**src/rtl/fb_scan_pkg.sv**
```systemverilog
// Shared definitions for the frame-buffer scanner: FSM encoding, FIFO sizing,
// default frame geometry and a counter-width helper.
// Latency: n/a (package). Backpressure: n/a.
package fb_scan_pkg;

  // Scanner FSM: IDLE waits for start, FETCH issues raster-order reads,
  // DRAIN waits for the last pixel to leave the FIFO.
  typedef enum logic [1:0] {
    ST_IDLE  = 2'd0,
    ST_FETCH = 2'd1,
    ST_DRAIN = 2'd2
  } scan_state_t;

  // Pixel FIFO depth; also the read-credit limit (fifo_count + inflight).
  localparam int FIFO_DEPTH = 4;
  // Count width must represent 0..FIFO_DEPTH inclusive.
  localparam int FIFO_CW    = $clog2(FIFO_DEPTH + 1);

  // Default frame geometry and bus widths.
  localparam int FB_W_DEF = 256;
  localparam int FB_H_DEF = 256;
  localparam int DW_DEF   = 24;
  localparam int AW_DEF   = 20;

  // Width of a counter that spans 0..n-1; never below one bit.
  function automatic int cnt_width(input int n);
    return (n > 1) ? $clog2(n) : 1;
  endfunction

endpackage

```
**src/rtl/fb_scan_if.sv**
```systemverilog
// Bus bundle between the scanner, its image memory and its pixel sink.
// Latency: n/a (wiring only). Backpressure: pix_ready from the sink.
// Ports: im_a/im_ren_n/im_q (memory read port, data one cycle after strobe),
//        pix_data/pix_valid/pix_ready/pix_sol/pix_eof (pixel stream).
interface fb_scan_if
  import fb_scan_pkg::*;
#(
  parameter int DW = DW_DEF,
  parameter int AW = AW_DEF
) ();

  // Image-memory read port
  logic [AW-1:0] im_a;
  logic          im_ren_n;
  logic [DW-1:0] im_q;

  // Pixel stream towards the display sink
  logic [DW-1:0] pix_data;
  logic          pix_valid;
  logic          pix_ready;
  logic          pix_sol;
  logic          pix_eof;

  // Scanner side
  modport master (
    output im_a,
    output im_ren_n,
    input  im_q,
    output pix_data,
    output pix_valid,
    input  pix_ready,
    output pix_sol,
    output pix_eof
  );

  // Memory + sink side
  modport slave (
    input  im_a,
    input  im_ren_n,
    output im_q,
    input  pix_data,
    input  pix_valid,
    output pix_ready,
    input  pix_sol,
    input  pix_eof
  );

endinterface

```
**src/rtl/fb_scan_fifo.sv**
```systemverilog
// Small synchronous FIFO holding returned pixels with their sol/eof tags.
// Latency: write visible at the head one cycle after push.
// Backpressure: push is dropped only when full and not popping (the caller's
// credit scheme never lets that happen); pop is ignored when empty.
// Ports: clk, reset (async active-low), push/push_dat, pop, head_dat, empty, count.
module fb_fifo
  import fb_scan_pkg::*;
#(
  parameter int W = DW_DEF + 2
) (
  input  logic               clk,
  input  logic               reset,
  input  logic               push,
  input  logic [W-1:0]       push_dat,
  input  logic               pop,
  output logic [W-1:0]       head_dat,
  output logic               empty,
  output logic [FIFO_CW-1:0] count
);

  localparam int PW = $clog2(FIFO_DEPTH);

  logic [W-1:0]  mem [FIFO_DEPTH];
  logic [PW-1:0] wr_ptr;
  logic [PW-1:0] rd_ptr;
  logic          full;
  logic          do_push;
  logic          do_pop;

  assign empty   = (count == '0);
  assign full    = (count == FIFO_CW'(FIFO_DEPTH));
  assign do_pop  = pop && !empty;
  // A full FIFO can still accept a push when the head leaves in the same cycle.
  assign do_push = push && (!full || do_pop);

  assign head_dat = mem[rd_ptr];

  // Storage needs no reset: entries are only observed once counted valid.
  always_ff @(posedge clk) begin
    if (do_push) begin
      mem[wr_ptr] <= push_dat;
    end
  end

  always_ff @(posedge clk or negedge reset) begin
    if (!reset) begin
      wr_ptr <= '0;
      rd_ptr <= '0;
      count  <= '0;
    end else begin
      if (do_push) begin
        wr_ptr <= wr_ptr + 1'b1;
      end
      if (do_pop) begin
        rd_ptr <= rd_ptr + 1'b1;
      end
      // Simultaneous push and pop leave the occupancy unchanged.
      case ({do_push, do_pop})
        2'b10:   count <= count + 1'b1;
        2'b01:   count <= count - 1'b1;
        default: count <= count;
      endcase
    end
  end

endmodule

```
**src/rtl/fb_scan.sv**
```systemverilog
// Frame-buffer scanner: reads one FB_W x FB_H frame in raster order from image
// memory starting at a sampled base address and streams it to a pixel sink.
// Latency: first pix_valid two clock edges after the edge that samples start;
// then one pixel per cycle while pix_ready is high.
// Backpressure: pix_ready low stalls the sink side; reads are throttled by a
// credit of FIFO_DEPTH (fifo_count + inflight) so the FIFO can never overflow.
// Ports: clk, reset (async active-low), start/fb_addr (frame request),
//        busy/frame_done (status), bus (memory read port + pixel stream).
module fb_scan
  import fb_scan_pkg::*;
#(
  parameter int DW   = DW_DEF,
  parameter int AW   = AW_DEF,
  parameter int FB_W = FB_W_DEF,
  parameter int FB_H = FB_H_DEF
) (
  input  logic          clk,
  input  logic          reset,
  input  logic          start,
  input  logic [AW-1:0] fb_addr,
  output logic          busy,
  output logic          frame_done,
  fb_scan_if.master     bus
);

  localparam int XW = cnt_width(FB_W);
  localparam int YW = cnt_width(FB_H);
  localparam logic [XW-1:0]      X_LAST  = XW'(FB_W - 1);
  localparam logic [YW-1:0]      Y_LAST  = YW'(FB_H - 1);
  localparam logic [FIFO_CW:0]   CREDITS = (FIFO_CW + 1)'(FIFO_DEPTH);

  scan_state_t state_q;
  scan_state_t state_d;

  logic [XW-1:0]      x_q;
  logic [YW-1:0]      y_q;
  // Running read pointer: always equals base + y*FB_W + x (mod 2^AW), because
  // raster order advances the linear offset by exactly one per read.
  logic [AW-1:0]      rd_addr_q;
  // A read was issued last cycle, so im_q carries data this cycle.
  logic               inflight_q;
  // Tags of the read that is in flight, travelling alongside im_q.
  logic               sol_tag_q;
  logic               eof_tag_q;

  logic               issue;
  logic               last_px;
  logic [FIFO_CW:0]   credit_used;

  logic               fifo_pop;
  logic               fifo_empty;
  logic [FIFO_CW-1:0] fifo_count;
  logic [DW+1:0]      fifo_head;
  logic               eof_pop;

  assign last_px     = (x_q == X_LAST) && (y_q == Y_LAST);
  assign credit_used = {1'b0, fifo_count} + {{FIFO_CW{1'b0}}, inflight_q};

  // FIFO entry layout: {pixel, sol, eof}
  assign fifo_pop = !fifo_empty && bus.pix_ready;
  assign eof_pop  = fifo_pop && fifo_head[0];

  // ------------------------------------------------------------------
  // FSM: next state and read issue
  // ------------------------------------------------------------------
  always_comb begin
    state_d = state_q;
    issue   = 1'b0;
    case (state_q)
      ST_IDLE: begin
        if (start) begin
          state_d = ST_FETCH;
        end
      end
      ST_FETCH: begin
        issue = (credit_used < CREDITS);
        if (issue && last_px) begin
          state_d = ST_DRAIN;
        end
      end
      ST_DRAIN: begin
        if (eof_pop) begin
          state_d = ST_IDLE;
        end
      end
      default: begin
        state_d = ST_IDLE;
      end
    endcase
  end

  // ------------------------------------------------------------------
  // State, raster counters and read pipeline
  // ------------------------------------------------------------------
  always_ff @(posedge clk or negedge reset) begin
    if (!reset) begin
      state_q    <= ST_IDLE;
      x_q        <= '0;
      y_q        <= '0;
      rd_addr_q  <= '0;
      inflight_q <= 1'b0;
      sol_tag_q  <= 1'b0;
      eof_tag_q  <= 1'b0;
      frame_done <= 1'b0;
    end else begin
      state_q    <= state_d;
      inflight_q <= issue;
      frame_done <= eof_pop;
      if (state_q == ST_IDLE && start) begin
        x_q       <= '0;
        y_q       <= '0;
        rd_addr_q <= fb_addr;
      end else if (issue) begin
        sol_tag_q <= (x_q == '0);
        eof_tag_q <= last_px;
        rd_addr_q <= rd_addr_q + 1'b1;
        if (x_q == X_LAST) begin
          x_q <= '0;
          y_q <= (y_q == Y_LAST) ? '0 : y_q + 1'b1;
        end else begin
          x_q <= x_q + 1'b1;
        end
      end
    end
  end

  // ------------------------------------------------------------------
  // Returned pixels land in the FIFO the cycle they are on im_q
  // ------------------------------------------------------------------
  fb_fifo #(
    .W (DW + 2)
  ) u_fifo (
    .clk      (clk),
    .reset    (reset),
    .push     (inflight_q),
    .push_dat ({bus.im_q, sol_tag_q, eof_tag_q}),
    .pop      (fifo_pop),
    .head_dat (fifo_head),
    .empty    (fifo_empty),
    .count    (fifo_count)
  );

  // ------------------------------------------------------------------
  // Outputs
  // ------------------------------------------------------------------
  // im_a is the pointer register, so it holds whenever no read is issued.
  assign bus.im_ren_n  = !issue;
  assign bus.im_a      = rd_addr_q;
  assign bus.pix_valid = !fifo_empty;
  assign bus.pix_data  = fifo_head[DW+1:2];
  // Tags are gated so stale storage never shows when the FIFO is empty.
  assign bus.pix_sol   = !fifo_empty && fifo_head[1];
  assign bus.pix_eof   = !fifo_empty && fifo_head[0];
  assign busy          = (state_q != ST_IDLE);

endmodule

```
**src/flat_wrapper.sv**
```systemverilog
// flat-port wrapper written by rule: the top's interface ports become plain ports
module fb_scan_flat import fb_scan_pkg::*;
#(
  parameter int DW   = DW_DEF,
  parameter int AW   = AW_DEF,
  parameter int FB_W = FB_W_DEF,
  parameter int FB_H = FB_H_DEF
)
  (clk, reset, start, fb_addr, busy, frame_done, bus_im_a, bus_im_ren_n, bus_im_q, bus_pix_data, bus_pix_valid, bus_pix_ready, bus_pix_sol, bus_pix_eof);
  fb_scan_if #(.DW(DW), .AW(AW)) bus_i ();
  input  logic clk;
  input  logic reset;
  input  logic start;
  input  logic [AW-1:0] fb_addr;
  output logic busy;
  output logic frame_done;
  output wire logic [$bits(bus_i.im_a)-1:0] bus_im_a;
  output wire logic [$bits(bus_i.im_ren_n)-1:0] bus_im_ren_n;
  input wire logic [$bits(bus_i.im_q)-1:0] bus_im_q;
  output wire logic [$bits(bus_i.pix_data)-1:0] bus_pix_data;
  output wire logic [$bits(bus_i.pix_valid)-1:0] bus_pix_valid;
  input wire logic [$bits(bus_i.pix_ready)-1:0] bus_pix_ready;
  output wire logic [$bits(bus_i.pix_sol)-1:0] bus_pix_sol;
  output wire logic [$bits(bus_i.pix_eof)-1:0] bus_pix_eof;
  assign bus_im_a = bus_i.im_a;
  assign bus_im_ren_n = bus_i.im_ren_n;
  assign bus_i.im_q = bus_im_q;
  assign bus_pix_data = bus_i.pix_data;
  assign bus_pix_valid = bus_i.pix_valid;
  assign bus_i.pix_ready = bus_pix_ready;
  assign bus_pix_sol = bus_i.pix_sol;
  assign bus_pix_eof = bus_i.pix_eof;
  fb_scan #(.DW(DW), .AW(AW), .FB_W(FB_W), .FB_H(FB_H)) u_core (.clk(clk), .reset(reset), .start(start), .fb_addr(fb_addr), .busy(busy), .frame_done(frame_done), .bus(bus_i));
endmodule
```
**config.mk**
```make
export PLATFORM = sky130hd
export DESIGN_NAME = fb_scan_flat
export DESIGN_NICKNAME = d
export VERILOG_FILES = /design/src/rtl/fb_scan_pkg.sv /design/src/rtl/fb_scan_if.sv /design/src/rtl/fb_scan_fifo.sv /design/src/rtl/fb_scan.sv /design/src/flat_wrapper.sv
export SDC_FILE = /design/constraint.sdc
export NUM_CORES = 1
export LEC_CHECK = 0
export BUFFER_PORTS_ARGS = -buffer_cell sky130_fd_sc_hd__buf_2
export CAP_MARGIN = 10
export CORE_ASPECT_RATIO = 1.75
export CORE_MARGIN = 4
export CORE_UTILIZATION = 45
export DETAILED_ROUTE_END_ITERATION = 8
export PLACE_DENSITY = 0.65
export SYNTH_ARGS = -nofsm -noshare
export SYNTH_HDL_FRONTEND = slang
export SYNTH_HIERARCHICAL = 1
export SYNTH_SLANG_ARGS = --single-unit
```
**constraint.sdc**
```tcl
create_clock -name clk -period 5.8 [get_ports clk]
set_input_delay 1.16 -clock clk [delete_from_list [all_inputs] [get_ports clk]]
set_output_delay 1.16 -clock clk [all_outputs]
set_load 0.02 [all_outputs]
```
==> run_results.csv, run 1 <==
group,metric,value,unit
final_layout,multiInputGateArea,0.00204,mm²
route,ant_nets,0,
clock_network,clk_root_buffer_cell,"clkbuf_16",
sta,period_needed,3.52,ns
route,routed_wl,12800,µm
global_route,grt_use_met3,3.79,%
clock_network,cts_resized,0,
logic_synthesis,yosys.area.top_type,"edfxtp_1",
logic_synthesis,synth_area,0.00651,mm²
critical_path,crit_path_end_kind,"output pin",
route,vias,3958,
critical_path,worst-path-max-fanout,28,
power,ir_drop,0.283,mV
floorplanning,fp-row-count,57,
logic_synthesis,synth-edff-count,104,
floorplanning,dieHeight,167,µm
final_layout,regArea,0.00435,mm²
sta,post-route-period-util,60.8,%
logic_synthesis,avgSynthCellArea,14.9,µm²
final_layout,layout_commonest_cell,"edfxtp_1",
clock_network,htree_num_levels,4,
global_route,grt_pass1_vias,4265,
power,powerDensity,538,mW/mm²
global_route,grt_max_degree,50,
critical_path,worst_ep_arrival_time,2.36,ns
logic_synthesis,postSynthNetCount,495,
floorplanning,fp.dieArea,0.0165,mm²
critical_path,cp.required,4.64,ns
final_layout,n_antenna_cell,0,
clock_network,cts.sinks,153,
outcome,status,"finished, final reports clean",
final_layout,layoutNonFillerInstCount,730,
critical_path,worstSetupStartpointType,"register",
clock_network,cts_max_path_buffers,2,
global_route,grt_use_total,16.4,%
route,vias_per_cell,5.42,
clock_network,cts_made_buffers,17,
floorplanning,core_area,0.0140,mm²
logic_synthesis,seq_area_frac_synth,66.8,%
placed_design,place_congestion,0.825,
global_route,gr-max-usage-layer,"met2",
logic_synthesis,synth_largest_type_area_fraction,48.0,%
final_layout,layout_common_cells,"edfxtp_1, buf_2, dfrtp_1",
logic_synthesis,yosys-top-cells-area,"edfxtp_1, dfrtp_1, mux4_2",
flow_run,cap_viol_max_count,0,
sta,drv_slew,0,
route,drt_pass1_iterations,4,
logic_synthesis,yosysWarningCount,6,
sta,finalSetupTns,0,ns
sta,tightest_slew,1.05,ns
floorplanning,die_width,98.9,µm
sta,slew_headroom,29.5,%
logic_synthesis,ys_ff_latch,153,
route,drc,0,
critical_path,criticalPathCategory,"register to output pin",
sta,clock_skew,0.00793,ns
clock_network,holdBufCountCts,0,
final_layout,area_delta_synth_final,18.7,%
clock_network,cts_tree,"built",
placed_design,hpwlAfterDp,8660,µm
global_route,grt_pass1_wl,21500,µm
clock_network,clock_latency,0.41,ns
placed_design,place_ws,2.23,ns
sta,clock.fmax,284,MHz
placed_design,port_buffers,97,
placed_design,place_inst,699,
sta,finalHoldViolations,0,
route,wl_per_cell,17.6,µm
sta,setup_violations,0,
logic_synthesis,async_reset_ff_share,32.0,%
final_layout,layout.nets,598,
hold_path,min_path_type,"register to register",
clock_network,postCtsSetupRepairBufs,0,
final_layout,drive_gt1_share,31.5,%
final_layout,post-route-util,55.0,%
route,drt_iter0_drc,130,
logic_synthesis,synth_ff_type,"edfxtp_1",
floorplanning,initial_utilization,46.3,%
logic_synthesis,synthCells,438,
power,p_leak,2.93,nW
clock_network,path_clk_slew,0.06,ns
final_layout,n_fill_cell,1147,
global_route,grt-ovfl-total,0,
floorplanning,ios,98,
sta,rsz0062_at_grt,"false",
global_route,use_met1,19.0,%
global_route,antenna_found_initial,0,
global_route,grt_use_met2,29.4,%
logic_synthesis,ys_types,53,
sta,setup_slack,2.28,ns
[path summary, 6_finish.rpt]
kind / to / startpoint / slack, ns / cells after the start
worst max register to register: u_core/u_fifo/count[1]$_DFFE_PN0P_ / u_core/u_fifo/count[2]$_DFFE_PN0P_ / 2.70 / 8
worst min register to register: u_core/u_fifo/mem[1][1]$_DFFE_PP_ / u_core/sol_tag_q$_DFFE_PN0P_ / 0.52 / 0
worst max-delay path: bus_pix_eof / u_core/u_fifo/rd_ptr[0]$_DFFE_PN0N_ / 2.28 / 3
worst min-delay path: u_core/u_fifo/mem[1][1]$_DFFE_PP_ / u_core/sol_tag_q$_DFFE_PN0P_ / 0.52 / 0
min in group asynchronous: u_core/bus.im_a[14]$_DFFE_PN0P_ / reset / 0.84 / 2
max in group asynchronous: u_core/u_fifo/rd_ptr[0]$_DFFE_PN0N_ / reset / 4.47 / 2
[state kept, by name (all words and copies together), names as in the netlist]
register / flops
u_core/u_fifo/wr_ptr: 2
u_core/u_fifo/mem: 104
u_core/inflight_q: 1
u_core/u_fifo/count: 3
u_core/state_q: 2
u_core/eof_tag_q: 1
u_core/bus.im_a: 20
u_core/x_q: 8
u_core/sol_tag_q: 1
u_core/frame_done: 1
u_core/u_fifo/rd_ptr: 2
u_core/y_q: 8
[metal layers]
metal / wire length, µm / up-vias
met5: 0 / -
met4: 206 / 0
met3: 659 / 18
met2: 6980 / 110
met1: 4970 / 1966
li1: - / 1864
[critical path: stages, from the launching register on]
cell     delay, ns
dfrtp_2       0.98
mux4_2        0.60
nor2b_1       0.17
buf_2         0.20
[cells in the mapped netlist, drive strengths merged (8+ instances only)]
| library cell | n |
|---|---|
| xor2 | 14 |
| dfrtp | 49 |
| edfxtp | 104 |
| nand3 | 17 |
| nand2 | 36 |
| nor3 | 9 |
| a21oi | 13 |
| nand4 | 8 |
| nor2 | 25 |
| xnor2 | 14 |
| ha | 8 |
| mux4 | 26 |
| inv | 12 |
| o21ai | 22 |
| buf | 12 |
[kinds of logic (layout without fill, tap and decap cells)]
group           count (synthesis)  count (layout)  synth area share [%]
buf+inv                        28             143                  1.90
mux                            28              28                  9.40
simple gates                  136             136                  10.8
flops                         153             153                  66.8
fa+ha+maj                       9               9                  1.85
xor+xnor                       28              28                  3.77
compound gates                 56              56                  5.44
[report_power, final]
part	total, W	switching, W	internal, W
Clock	0.00105	0.000449	0.000599
Sequential	0.00176	0.000248	0.00151
Combinational	0.00134	0.000771	0.000573
[layout make-up]
class / instances / share of cell area (%)
sequential: 153 / 56.3
clock buffer: 17 / 5.51
clock inverter: 14 / 1.78
inverter: 12 / 0.583
multi-input combinational: 257 / 26.4
tap: 177 / 2.87
timing repair buffer: 100 / 6.57
[per-stage QoR]
step	hold WS [ns]	area, µm²	power [W]
finish	0.524	7730	0.00415
global route	0.561	7730	0.00440
CTS	0.537	7730	0.00422
detailed placement	0.517	7160	0.00316
global placement	0.500	7160	0.00311
floorplan	0.476	6510	0.00272
(Power assumes the default switching activity.)
==> inputs of run 2 (changes only) <==
clock period = 3.4 ns   (was 5.8 ns; I/O delays follow)
==> run 2 against run 1 <==
Net effect: final area up 0.40%; wire length is 0.20% higher; final cell count up 0.55%; combinational power grew 76%; sequential power rose by 68%.
==> run_results.csv, run 2 (same netlist as run 1, synthesis figures left out) <==
group,metric,value,unit
clock_network,cts.sinks,153,
critical_path,worst_ep_arrival_time,2.13,ns
floorplanning,core_area,0.0140,mm²
clock_network,clk_root_buffer_cell,"clkbuf_16",
global_route,antenna_found_initial,0,
final_layout,drive_gt1_share,32.0,%
critical_path,worst-path-max-fanout,19,
critical_path,cp.required,2.72,ns
route,wl_per_cell,17.5,µm
critical_path,criticalPathCategory,"register to output pin",
hold_path,min_path_type,"input pin to asynchronous set/reset pin",
global_route,grt_max_degree,33,
power,ir_drop,0.449,mV
outcome,status,"finished, final reports clean",
final_layout,layout_common_cells,"edfxtp_1, buf_2, dfrtp_1",
critical_path,crit_path_end_kind,"output pin",
sta,rsz0062_at_grt,"false",
sta,clock_skew,0.0102,ns
route,drt_iter0_drc,182,
sta,clock.fmax,356,MHz
floorplanning,die_width,98.9,µm
placed_design,port_buffers,97,
global_route,grt_pass1_wl,21400,µm
floorplanning,dieHeight,167,µm
floorplanning,initial_utilization,46.3,%
global_route,grt-ovfl-total,0,
power,power.share.combinational,33.1,%
floorplanning,fp.dieArea,0.0165,mm²
power,clkPwrFrac,25.4,%
final_layout,n_antenna_cell,0,
final_layout,multiInputGateArea,0.00204,mm²
sta,post-route-period-util,82.6,%
route,drt_pass1_iterations,4,
route,drc,0,
global_route,use_met1,19.0,%
power,p_int,0.00456,W
clock_network,cts_resized,0,
route,routed_wl,12800,µm
power,p_switching,0.00257,W
final_layout,regArea,0.00435,mm²
clock_network,htree_num_levels,4,
clock_network,cts_max_path_buffers,2,
clock_network,path_clk_slew,0.07,ns
sta,finalSetupTns,0,ns
route,vias,4029,
final_layout,top_register,"u_core/u_fifo/mem",
sta,period_needed,2.81,ns
floorplanning,ios,98,
critical_path,worstSetupStartpointType,"register",
sta,finalHoldViolations,0,
sta,drv_slew,0,
sta,slew_headroom,30.8,%
placed_design,hpwlAfterDp,8880,µm
route,ant_nets,0,
global_route,gr-max-usage-layer,"met2",
final_layout,layout_commonest_cell,"edfxtp_1",
global_route,grt_use_met3,3.87,%
global_route,grt_pass1_vias,4274,
flow_run,cap_viol_max_count,0,
final_layout,largest_register_ffs,104,
final_layout,layout.nets,601,
sta,setup_violations,0,
floorplanning,fp-row-count,57,
route,vias_per_cell,5.49,
power,p_sw_share,36.0,%
clock_network,cts_tree,"built",
clock_network,clock_latency,0.41,ns
sta,holdWs,0.306,ns
power,pwr-share-seq,41.5,%
placed_design,place_congestion,0.814,
clock_network,holdBufCountCts,0,
power,p_leak,2.97,nW
power,powerDensity,919,mW/mm²
sta,tightest_slew,1.03,ns
global_route,grt_use_met2,29.0,%
clock_network,postCtsSetupRepairBufs,0,
global_route,grt_use_total,16.4,%
clock_network,cts_made_buffers,17,
final_layout,n_fill_cell,1115,
final_layout,area_delta_synth_final,19.2,%
run 2: changes by cell type in the layout (fill, tap and decap cells not counted), sizes merged:
cell	previous run	this run
bufinv	1	0
clkinv	0	2
clkinvlp	5	1
inv	20	24
buf	100	103
run 2: layout make-up:
class / count / area share, %
multi-input combinational: 257 / 26.3
sequential: 153 / 56.1
clock inverter: 15 / 1.89
tap: 177 / 2.85
timing repair buffer: 103 / 6.84
clock buffer: 17 / 5.48
inverter: 12 / 0.581
run 2: final timing paths:
path | from | end | cells past startpoint | slack, ns
worst max-delay path | u_core/u_fifo/rd_ptr[0]$_DFFE_PN0N_ | bus_pix_data[2] | 3 | 0.59
worst min-delay path | reset | u_core/bus.im_a[9]$_DFFE_PN0P_ | 1 | 0.31
worst max register to register | u_core/u_fifo/count[2]$_DFFE_PN0P_ | u_core/u_fifo/count[1]$_DFFE_PN0P_ | 9 | 0.81
worst min register to register | u_core/sol_tag_q$_DFFE_PN0P_ | u_core/u_fifo/mem[1][1]$_DFFE_PP_ | 0 | 0.53
max in group asynchronous | reset | u_core/u_fifo/wr_ptr[0]$_DFFE_PN0P_ | 2 | 2.37
min in group clk | fb_addr[7] | u_core/bus.im_a[7]$_DFFE_PN0P_ | 3 | 0.46
run 2: per-layer routing:
layer  part of all wire, %  vias to the layer above
met4                   1.3                        0
met3                   5.4                       12
met5                     0                        -
met1                    39                     2010
li1                      -                     1871
met2                    55                      136
run 2: through the flow:
stage | worst slack (ns) | total power (W) | utilization, % | cell area (µm²) | instances
2_1_floorplan | 0.927 | 0.00464 | - | 6510 | 438
3_3_place_gp | 0.847 | 0.00533 | 51.1 | 7190 | 702
3_5_place_dp | 0.791 | 0.00541 | 51.1 | 7190 | 702
4_1_cts | 0.496 | 0.00723 | 55.2 | 7760 | 734
5_1_grt | 0.432 | 0.00756 | 55.2 | 7760 | 734
6_report | 0.591 | 0.00713 | 55.2 | 7760 | 734
run 2: power groups by stage:
stage	combinational [W]	clock (W)	sequential, W
after CTS	0.00241	0.00185	0.00297
final	0.00236	0.00181	0.00296
after global routing	0.00258	0.00194	0.00303
after detailed placement	0.00240	0	0.00300
after floorplan	0.00171	0	0.00293
after global placement	0.00236	0	0.00297
run 2: critical path, cell delays in order, from the launching register on:
cell	delay [ns]
dfrtp_2	0.56
buf_4	0.42
mux4_2	0.56
buf_2	0.18
